==> src/rtl/sseg_scan_monitor.sv <==
// sseg_scan_monitor: samples a multiplexed 7-segment bus and rebuilds frames.
// Optional macro SSEG_MON_DP_EN: capture and publish per-digit decimal points.
module sseg_scan_monitor #(
    parameter int DIGITS        = 4,
    parameter int STABLE_CYCLES = 2
) (
    input  logic                  clk,
    input  logic                  rst_n,
    input  logic [6:0]            sseg_ca,
    input  logic [DIGITS-1:0]     sseg_an,
    input  logic                  sseg_dp,
    output logic [4*DIGITS-1:0]   sseg,
    output logic [DIGITS-1:0]     dp,
    output logic                  frame_valid,
    output logic                  char_err,
    output logic                  scan_err,
    output logic [15:0]           frame_cnt
);

    localparam int IW = $clog2(DIGITS);

    typedef enum logic [1:0] {
        S_IDLE,
        S_SETTLE,
        S_HELD
    } state_t;

    state_t                r_state;
    state_t                w_state_nxt;
    logic [6:0]            r_ca;
    logic [6:0]            r_ca_q;
    logic [DIGITS-1:0]     r_an;
    logic [DIGITS-1:0]     r_an_q;
    logic [3:0]            r_cnt;
    logic [3:0]            w_cnt_nxt;
    logic [3:0]            w_run;
    logic                  r_multi;
    logic                  w_multi_nxt;
    logic                  w_multi_err;
    logic                  w_cap;
    logic                  w_eval;
    logic [DIGITS-1:0]     r_mask;
    logic [DIGITS-1:0]     w_mask_new;
    logic [4*DIGITS-1:0]   r_stage;
    logic [4*DIGITS-1:0]   w_stage_new;
    logic [DIGITS-1:0]     r_stage_dp;
    logic [DIGITS-1:0]     w_stage_dp_new;
    logic [4*DIGITS-1:0]   r_sseg;
    logic [DIGITS-1:0]     r_dp_out;
    logic                  r_fv;
    logic                  r_cerr;
    logic                  r_serr;
    logic [15:0]           r_fcnt;
    logic [DIGITS-1:0]     w_low;
    logic                  w_none;
    logic                  w_one;
    logic                  w_multi;
    logic [IW-1:0]         w_idx;
    logic                  w_same;
    logic [4:0]            w_dec;
    logic                  w_last;
    logic                  w_full;

`ifdef SSEG_MON_DP_EN
    logic                  r_dp;
    logic                  r_dp_q;
`else
    logic                  w_unused_dp;
    assign w_unused_dp = sseg_dp;
`endif

    // Segment pattern to {error, nibble}; anything unknown reads as 0.
    function automatic logic [4:0] f_dec(input logic [6:0] c);
        case (c)
            7'b1000000: f_dec = 5'h00;
            7'b1111001: f_dec = 5'h01;
            7'b0100100: f_dec = 5'h02;
            7'b0110000: f_dec = 5'h03;
            7'b0011001: f_dec = 5'h04;
            7'b0010010: f_dec = 5'h05;
            7'b0000010: f_dec = 5'h06;
            7'b1111000: f_dec = 5'h07;
            7'b0000000: f_dec = 5'h08;
            7'b0010000: f_dec = 5'h09;
            7'b0001000: f_dec = 5'h0A;
            7'b0000011: f_dec = 5'h0B;
            7'b1000110: f_dec = 5'h0C;
            7'b0100001: f_dec = 5'h0D;
            7'b0000110: f_dec = 5'h0E;
            7'b0001110: f_dec = 5'h0F;
            default:    f_dec = 5'h10;
        endcase
    endfunction

    // Input sampling plus a one-cycle history for the stability compare.
    always_ff @(posedge clk or negedge rst_n) begin
        if (!rst_n) begin
            r_ca   <= 7'h7F;
            r_ca_q <= 7'h7F;
            r_an   <= '1;
            r_an_q <= '1;
`ifdef SSEG_MON_DP_EN
            r_dp   <= 1'b1;
            r_dp_q <= 1'b1;
`endif
        end else begin
            r_ca   <= sseg_ca;
            r_ca_q <= r_ca;
            r_an   <= sseg_an;
            r_an_q <= r_an;
`ifdef SSEG_MON_DP_EN
            r_dp   <= sseg_dp;
            r_dp_q <= r_dp;
`endif
        end
    end

    // Classify the sampled anodes and find the active digit index.
    always_comb begin
        w_low  = ~r_an;
        w_none = (w_low == '0);
        w_one  = !w_none && ((w_low & (w_low - 1'b1)) == '0);
        w_multi = !w_none && !w_one;
        w_idx  = '0;
        for (int i = 0; i < DIGITS; i++) begin
            if (w_low[i]) w_idx = IW'(i);
        end
        w_same = (r_an == r_an_q) && (r_ca == r_ca_q);
`ifdef SSEG_MON_DP_EN
        w_same = w_same && (r_dp == r_dp_q);
`endif
        w_dec  = f_dec(r_ca);
    end

    // Dwell state register.
    always_ff @(posedge clk or negedge rst_n) begin
        if (!rst_n) begin
            r_state <= S_IDLE;
            r_cnt   <= '0;
            r_multi <= 1'b0;
        end else begin
            r_state <= w_state_nxt;
            r_cnt   <= w_cnt_nxt;
            r_multi <= w_multi_nxt;
        end
    end

    // Dwell next-state: count identical samples, capture once per dwell.
    always_comb begin
        w_state_nxt = r_state;
        w_cnt_nxt   = r_cnt;
        w_multi_nxt = 1'b0;
        w_multi_err = 1'b0;
        w_cap       = 1'b0;
        w_eval      = !((r_state == S_HELD) && (r_an == r_an_q));
        w_run       = ((r_state == S_SETTLE) && w_same) ? r_cnt + 4'd1 : 4'd1;
        if (w_multi) begin
            w_state_nxt = S_IDLE;
            w_cnt_nxt   = '0;
            w_multi_nxt = 1'b1;
            w_multi_err = !r_multi;
        end else if (w_none) begin
            w_state_nxt = S_IDLE;
            w_cnt_nxt   = '0;
        end else if (w_eval) begin
            w_cnt_nxt = w_run;
            if (w_run >= 4'(STABLE_CYCLES)) begin
                w_cap       = 1'b1;
                w_state_nxt = S_HELD;
            end else begin
                w_state_nxt = S_SETTLE;
            end
        end
    end

    // Staging contents as they will look once this cycle's capture lands.
    always_comb begin
        w_stage_new = r_stage;
        w_stage_new[4*w_idx +: 4] = w_dec[3:0];
        w_stage_dp_new = '0;
`ifdef SSEG_MON_DP_EN
        w_stage_dp_new = r_stage_dp;
        w_stage_dp_new[w_idx] = ~r_dp;
`endif
        w_mask_new = r_mask | (DIGITS'(1) << w_idx);
        w_last     = (w_idx == IW'(DIGITS - 1));
        w_full     = &w_mask_new;
    end

    // Staging buffer, mask, published frame and status flags.
    always_ff @(posedge clk or negedge rst_n) begin
        if (!rst_n) begin
            r_stage    <= '0;
            r_stage_dp <= '0;
            r_mask     <= '0;
            r_sseg     <= '0;
            r_dp_out   <= '0;
            r_fv       <= 1'b0;
            r_cerr     <= 1'b0;
            r_serr     <= 1'b0;
            r_fcnt     <= '0;
        end else begin
            r_fv   <= 1'b0;
            r_serr <= w_multi_err;
            if (w_cap) begin
                r_stage    <= w_stage_new;
                r_stage_dp <= w_stage_dp_new;
                r_mask     <= w_last ? '0 : w_mask_new;
                if (w_dec[4]) r_cerr <= 1'b1;
                if (w_last && w_full) begin
                    r_sseg   <= w_stage_new;
                    r_dp_out <= w_stage_dp_new;
                    r_fv     <= 1'b1;
                    r_fcnt   <= r_fcnt + 16'd1;
                end
                if (w_last && !w_full) r_serr <= 1'b1;
            end
        end
    end

    assign sseg        = r_sseg;
    assign dp          = r_dp_out;
    assign frame_valid = r_fv;
    assign char_err    = r_cerr;
    assign scan_err    = r_serr;
    assign frame_cnt   = r_fcnt;

endmodule
==> config.mk <==
export PLATFORM = sky130hd
export DESIGN_NAME = sseg_scan_monitor
export DESIGN_NICKNAME = d
export VERILOG_FILES = /design/src/rtl/sseg_scan_monitor.sv
export SDC_FILE = /design/constraint.sdc
export NUM_CORES = 1
export LEC_CHECK = 0
export ABC_CLOCK_PERIOD_IN_PS = 3280
export BUFFER_PORTS_ARGS = -buffer_cell sky130_fd_sc_hd__buf_2
export CAP_MARGIN = 20
export CELL_PAD_IN_SITES_DETAIL_PLACEMENT = 1
export CELL_PAD_IN_SITES_GLOBAL_PLACEMENT = 1
export CORE_ASPECT_RATIO = 1.4
export CORE_MARGIN = 5
export CORE_UTILIZATION = 43
export CTS_CLUSTER_SIZE = 30
export DETAILED_ROUTE_END_ITERATION = 8
export GPL_TIMING_DRIVEN = 0
export HOLD_SLACK_MARGIN = 0.02
export MAX_ROUTING_LAYER = met4
export PLACE_DENSITY = 0.8
export SLEW_MARGIN = 30
export SYNTH_ARGS = -nofsm -noshare
export SYNTH_HDL_FRONTEND = slang
export SYNTH_SLANG_ARGS = --single-unit
export TNS_END_PERCENT = 10
==> constraint.sdc <==
create_clock -name clk -period 3.28 [get_ports clk]
set_clock_uncertainty 0.05 [all_clocks]
set_input_delay 0.656 -clock clk [delete_from_list [all_inputs] [get_ports clk]]
set_output_delay 0.656 -clock clk [all_outputs]
set_load 0.01 [all_outputs]
==> results.md <==
Timing:
- Setup repair after global routing left no endpoint under its margin.
- Static timing analysis puts the maximum clock frequency at ~330 MHz.
- The worst relative slew slack is 0.491.
- The final-layout setup total negative slack is 0 ns.
- The number of pins exceeding their max-slew limit in the final report came to 0.
- The slew of the pin with the lowest slew margin is 0.764 ns.
- The total of endpoints with negative setup slack in the final report is 0.
- The count of endpoints failing hold in the final timing report is 0.
- Of the available clock period, the critical path in the final layout requires 0.929.
- The shortest clock period the worst path allows after layout is between 3 and 4 ns.

Power:
- Of the total power, combinational logic draws 0.068.
- The internal power of the cells totals 1.64 mW.
- The leakage component of the power is 2.14 nW.
- Power spread over the standard cell area amounts to 455 mW/mm².
- The net switching power is between 0.5 and 0.6 mW.
- The portion of total power attributed to sequential cells is 0.494.
- The clock network power share is 0.438.
- The switching fraction of total power is 0.239.
- The maximum ir drop on the vdd rail is 294 µV.

CTS:
- The clock tree root buffer cell is sky130_fd_sc_hd__clkbuf_16.
- The count of hold buffers inserted by post-cts repair is 0.
- The source-to-sink clock delay at the later pin of the worst-skew pair is 0.34 ns.
- The depth of the CTS H-tree is 3.
- The number of buffers created by CTS is 9.
- The clock passes through at most 2 buffers.
- The clock edge transition at the registers on the reported setup and hold paths is 0.06 ns.
- After clock tree synthesis, the setup repair step added 0 buffers.
- TritonCTS built the clock tree.
- The number of clock sinks seen by CTS is slightly above 80.

Route:
- The average via count per standard cell is ~5.6.
- The initial detailed-routing violation count is 125.
- The via count is approximately 3000.
- The routed wire length is 9660 µm.
- The iteration count of the initial detailed-routing pass is 4.
- In this run the remaining antenna-violating nets after routing total 0.
- In the final routed layout, each cell accounts on average for 18.1 µm.
- The DRC violation count after routing is 0.

Die:
- The initial core utilization is 0.445.
- The horizontal die dimension is 91.9 µm.
- The I/O pin count is 53.
- The core region area is between 0.009 and 0.01 mm².
- The floorplan has 41 rows.
- The floorplan step defined a die boundary enclosing ~0.011 mm².
- From bottom edge to top edge, the die measures about 120 µm.

Synth:
- By area, the combinational part of the netlist is dominated by simple AND/OR/NAND/NOR gates.
- Summed over all instances, the cell type with the most area after synthesis is sky130_fd_sc_hd__dfrtp_1.
- The area share of the leading cell type in the synthesized netlist is 0.378.
- The gate count after technology mapping is 360.
- By area the synthesized netlist is led by sky130_fd_sc_hd__dfrtp_1 (38%), sky130_fd_sc_hd__dfstp_2 (14%), sky130_fd_sc_hd__xnor2_1 (5.2%).
- Dividing the synthesized area by the synthesized cell count gives 11.2 µm².
- The synthesized design contains 83 register bits.
- Yosys printed 0 warnings.
- The most frequently used cell type in the post-synthesis netlist is sky130_fd_sc_hd__dfrtp_1.
- The synthesized netlist contains 55 unique library cells.
- Sorting the synthesized cells by how often they occur yields sky130_fd_sc_hd__dfrtp_1 (61), sky130_fd_sc_hd__xnor2_1 (24), sky130_fd_sc_hd__nand2_1 (23).
- The commonest register cell after synthesis is sky130_fd_sc_hd__dfrtp_1.
- Of all flip-flops after synthesis, the portion carrying an async set or reset was 1.00.
- The xor and xnor area share after synthesis is 0.0629.
- Of the total synthesized cell area, the portion taken by AND, OR, NAND and NOR gates is 0.176.
- Of the total synthesized cell area, the portion taken by full adders, half adders and majority gates is 0.0304.
- The synthesized area is 0.00404 mm².
- Of the post-synthesis cell area, the part taken by muxes is 0.00558.
- The share of the synthesized area in compound gates (AO/OA/AOI/OAI) is 0.145.
- Of the synthesized area, sequential elements account for 0.521.
- The synthesized design contains 0 enable-type register cells.

Critical path:
- The startpoint-to-endpoint class of the critical path is reg2reg.
- STA classifies the critical path startpoint as a flop.
- The signal on the critical path passes through buf_4 -> inv_1 -> a21o_1 -> inv_2 -> ha_2 -> nor2_1 -> nor2_2 -> and3_2 -> and4_1 -> buf_6 -> buf_6 -> o221ai_1 -> o21a_1.
- The data required time at the worst endpoint is 3.45 ns.
- The data arrival time of the worst path is 3.22 ns.
- On the worst path, the slowest cell contributes a delay of 0.53 ns.
- The most numerous cell on the critical path is sky130_fd_sc_hd__buf_6.
- In this run the worst path has a maximum fanout of 10.
- The critical-path cell with the highest stage delay is sky130_fd_sc_hd__dfstp_2.
- The worst setup path is captured at a flop.

Layout:
- The area overhead of the layout relative to synthesis is 17.3%.
- The final cell utilization of the core is 0.522.
- The count of antenna diodes in the layout is 0.
- The net count reported at finish is 445.
- The area occupied by registers is 0.00210 mm².
- In the final layout, the share of cells above drive strength 1 is 0.297.
- The filler cells instantiated in the layout total 1002.
- The multi-input combinational cells in the finished layout cover a total of between 0.0015 and 0.002 mm².
- The post-route cell area is 0.00474 mm².

Global route:
- The wire length of the first global-routing pass is 16600 µm.
- The global-route usage over all layers is 0.186.
- Entering global routing, the biggest net connects 67 pins.
- The total overflow left after global routing is 0.
- The initial antenna violation count is 0.
- The via count of the first global-routing pass is 3436.

Place:
- Summing all placed instances gives a cell area of 0.00445 mm².
- The post-detailed-placement half-perimeter wirelength is a little under 7000 µm.
- The final weighted congestion in routability-driven placement is 0.779.
- The port buffer count is 47.

Worst hold path:
- The tightest min-delay check is of the in2async type.

Run:
- The tool flagged a number of max-cap violations equal to 0.

Status:
- The flow ran to the end, and the final reports show no timing, DRC or antenna violations.
-- cell usage in the layout, fill, tap and decap left out, types with 4 or more instances in the layout --
| master | count |
|---|---|
| sky130_fd_sc_hd__nand2b_1 | 8 |
| sky130_fd_sc_hd__and2_1 | 4 |
| sky130_fd_sc_hd__clkbuf_16 | 9 |
| sky130_fd_sc_hd__a21oi_1 | 15 |
| sky130_fd_sc_hd__nand3_2 | 5 |
| sky130_fd_sc_hd__nand3_1 | 11 |
| sky130_fd_sc_hd__dfrtp_1 | 61 |
| sky130_fd_sc_hd__xor2_1 | 5 |
| sky130_fd_sc_hd__buf_2 | 52 |
| sky130_fd_sc_hd__ha_1 | 7 |
| sky130_fd_sc_hd__o221ai_1 | 9 |
| sky130_fd_sc_hd__buf_6 | 6 |
| sky130_fd_sc_hd__conb_1 | 4 |
| sky130_fd_sc_hd__xnor2_1 | 24 |
| sky130_fd_sc_hd__nand2_1 | 23 |
| sky130_fd_sc_hd__a31oi_1 | 5 |
| sky130_fd_sc_hd__nor3_1 | 6 |
| sky130_fd_sc_hd__o21a_1 | 11 |
| sky130_fd_sc_hd__nor2_1 | 19 |
| sky130_fd_sc_hd__buf_4 | 9 |
| sky130_fd_sc_hd__and3_1 | 7 |
| sky130_fd_sc_hd__o2bb2ai_1 | 16 |
| sky130_fd_sc_hd__inv_1 | 15 |
| sky130_fd_sc_hd__nor2b_1 | 8 |
| sky130_fd_sc_hd__dfstp_2 | 22 |
| sky130_fd_sc_hd__nand4_1 | 8 |
-- kinds of logic (layout without fill, tap and decap cells) --
group | count (synthesis) | after routing
buffers and inverters | 37 | 101
AOI/OAI and AO/OA | 77 | 77
xor gates and xnor gates | 29 | 29
other | 1 | 4
muxes | 2 | 2
adders and majority gates | 10 | 10
and+or+nand+nor | 121 | 121
DFF | 83 | 83
-- critical path: cells and delay by family (launching register included) --
family                     cells  cell delay (ns)
and+or+nand+nor                4             0.76
buffers and inverters          5             0.72
AOI/OAI and AO/OA              3             0.57
DFF                            1             0.53
adders and majority gates      1             0.29
-- flip-flops by register name (all words and copies together) (netlist names), named ones only --
name,flops
r_stage,16
scan_err,1
frame_cnt,16
r_ca,7
frame_valid,1
r_an_q,4
r_multi,1
r_ca_q,7
char_err,1
sseg,16
r_an,4
r_state,2
r_mask,1
r_cnt,4
-- timing repair --
item	CTS	global route
gates resized for setup	1	4
endpoints found under the setup margin	1	29
pin swaps	0	0
-- power groups by stage --
stage          Clock [mW]  Combinational, mW  Sequential, mW
2_1_floorplan           0             0.0899            1.08
3_3_place_gp            0              0.136            1.08
3_5_place_dp            0              0.146            1.08
4_1_cts             0.965              0.148            1.07
5_1_grt              1.01              0.163            1.07
6_report            0.944              0.146            1.07
-- per-layer routing --
layer  track usage  vias up  routed length (µm)
met5             -        -                   0
met4        0.0796        0                 199
met3        0.0302       16                 211
met2         0.323       42                5240
met1         0.208     1525                4020
li1              -     1398                   -
-- cell type report --
| cell class | instances | area share |
|---|---|---|
| Sequential cell | 83 | 0.444 |
| Clock inverter | 6 | 0.00818 |
| Timing Repair Buffer | 48 | 0.0568 |
| Tap cell | 107 | 0.0282 |
| Multi-Input combinational cell | 243 | 0.363 |
| Buffer | 21 | 0.0367 |
| Clock buffer | 10 | 0.0504 |
| Inverter | 16 | 0.0127 |
-- final timing paths --
kind	startpoint	endpoint	slack, ns	cells after the start
worst min register to register	r_ca[6]	r_ca_q[6]	0.32	0
worst min-delay path	rst_n	sseg[11]	0.09	1
min in group clk	r_ca[6]	r_ca_q[6]	0.32	0
worst max register to register	r_an[3]	sseg[9]	0.23	13
worst max-delay path	r_an[3]	sseg[9]	0.23	13
max in group asynchronous	rst_n	r_an_q[3]	2.47	2
-- through the flow --
| step | hold slack [ns] | worst slack, ns | std cells | power (mW) |
|---|---|---|---|---|
| 6_report | 0.0949 | 0.234 | 534 | 2.16 |
| 2_1_floorplan | 0.302 | 0.631 | 363 | 1.17 |
| 3_3_place_gp | 0.303 | 0.130 | 517 | 1.22 |
| 4_1_cts | 0.0901 | 0.0345 | 534 | 2.18 |
| 3_5_place_dp | 0.305 | 0.0363 | 518 | 1.23 |
| 5_1_grt | 0.0962 | 0.0152 | 534 | 2.24 |
Power figures use the tool's default switching activity.
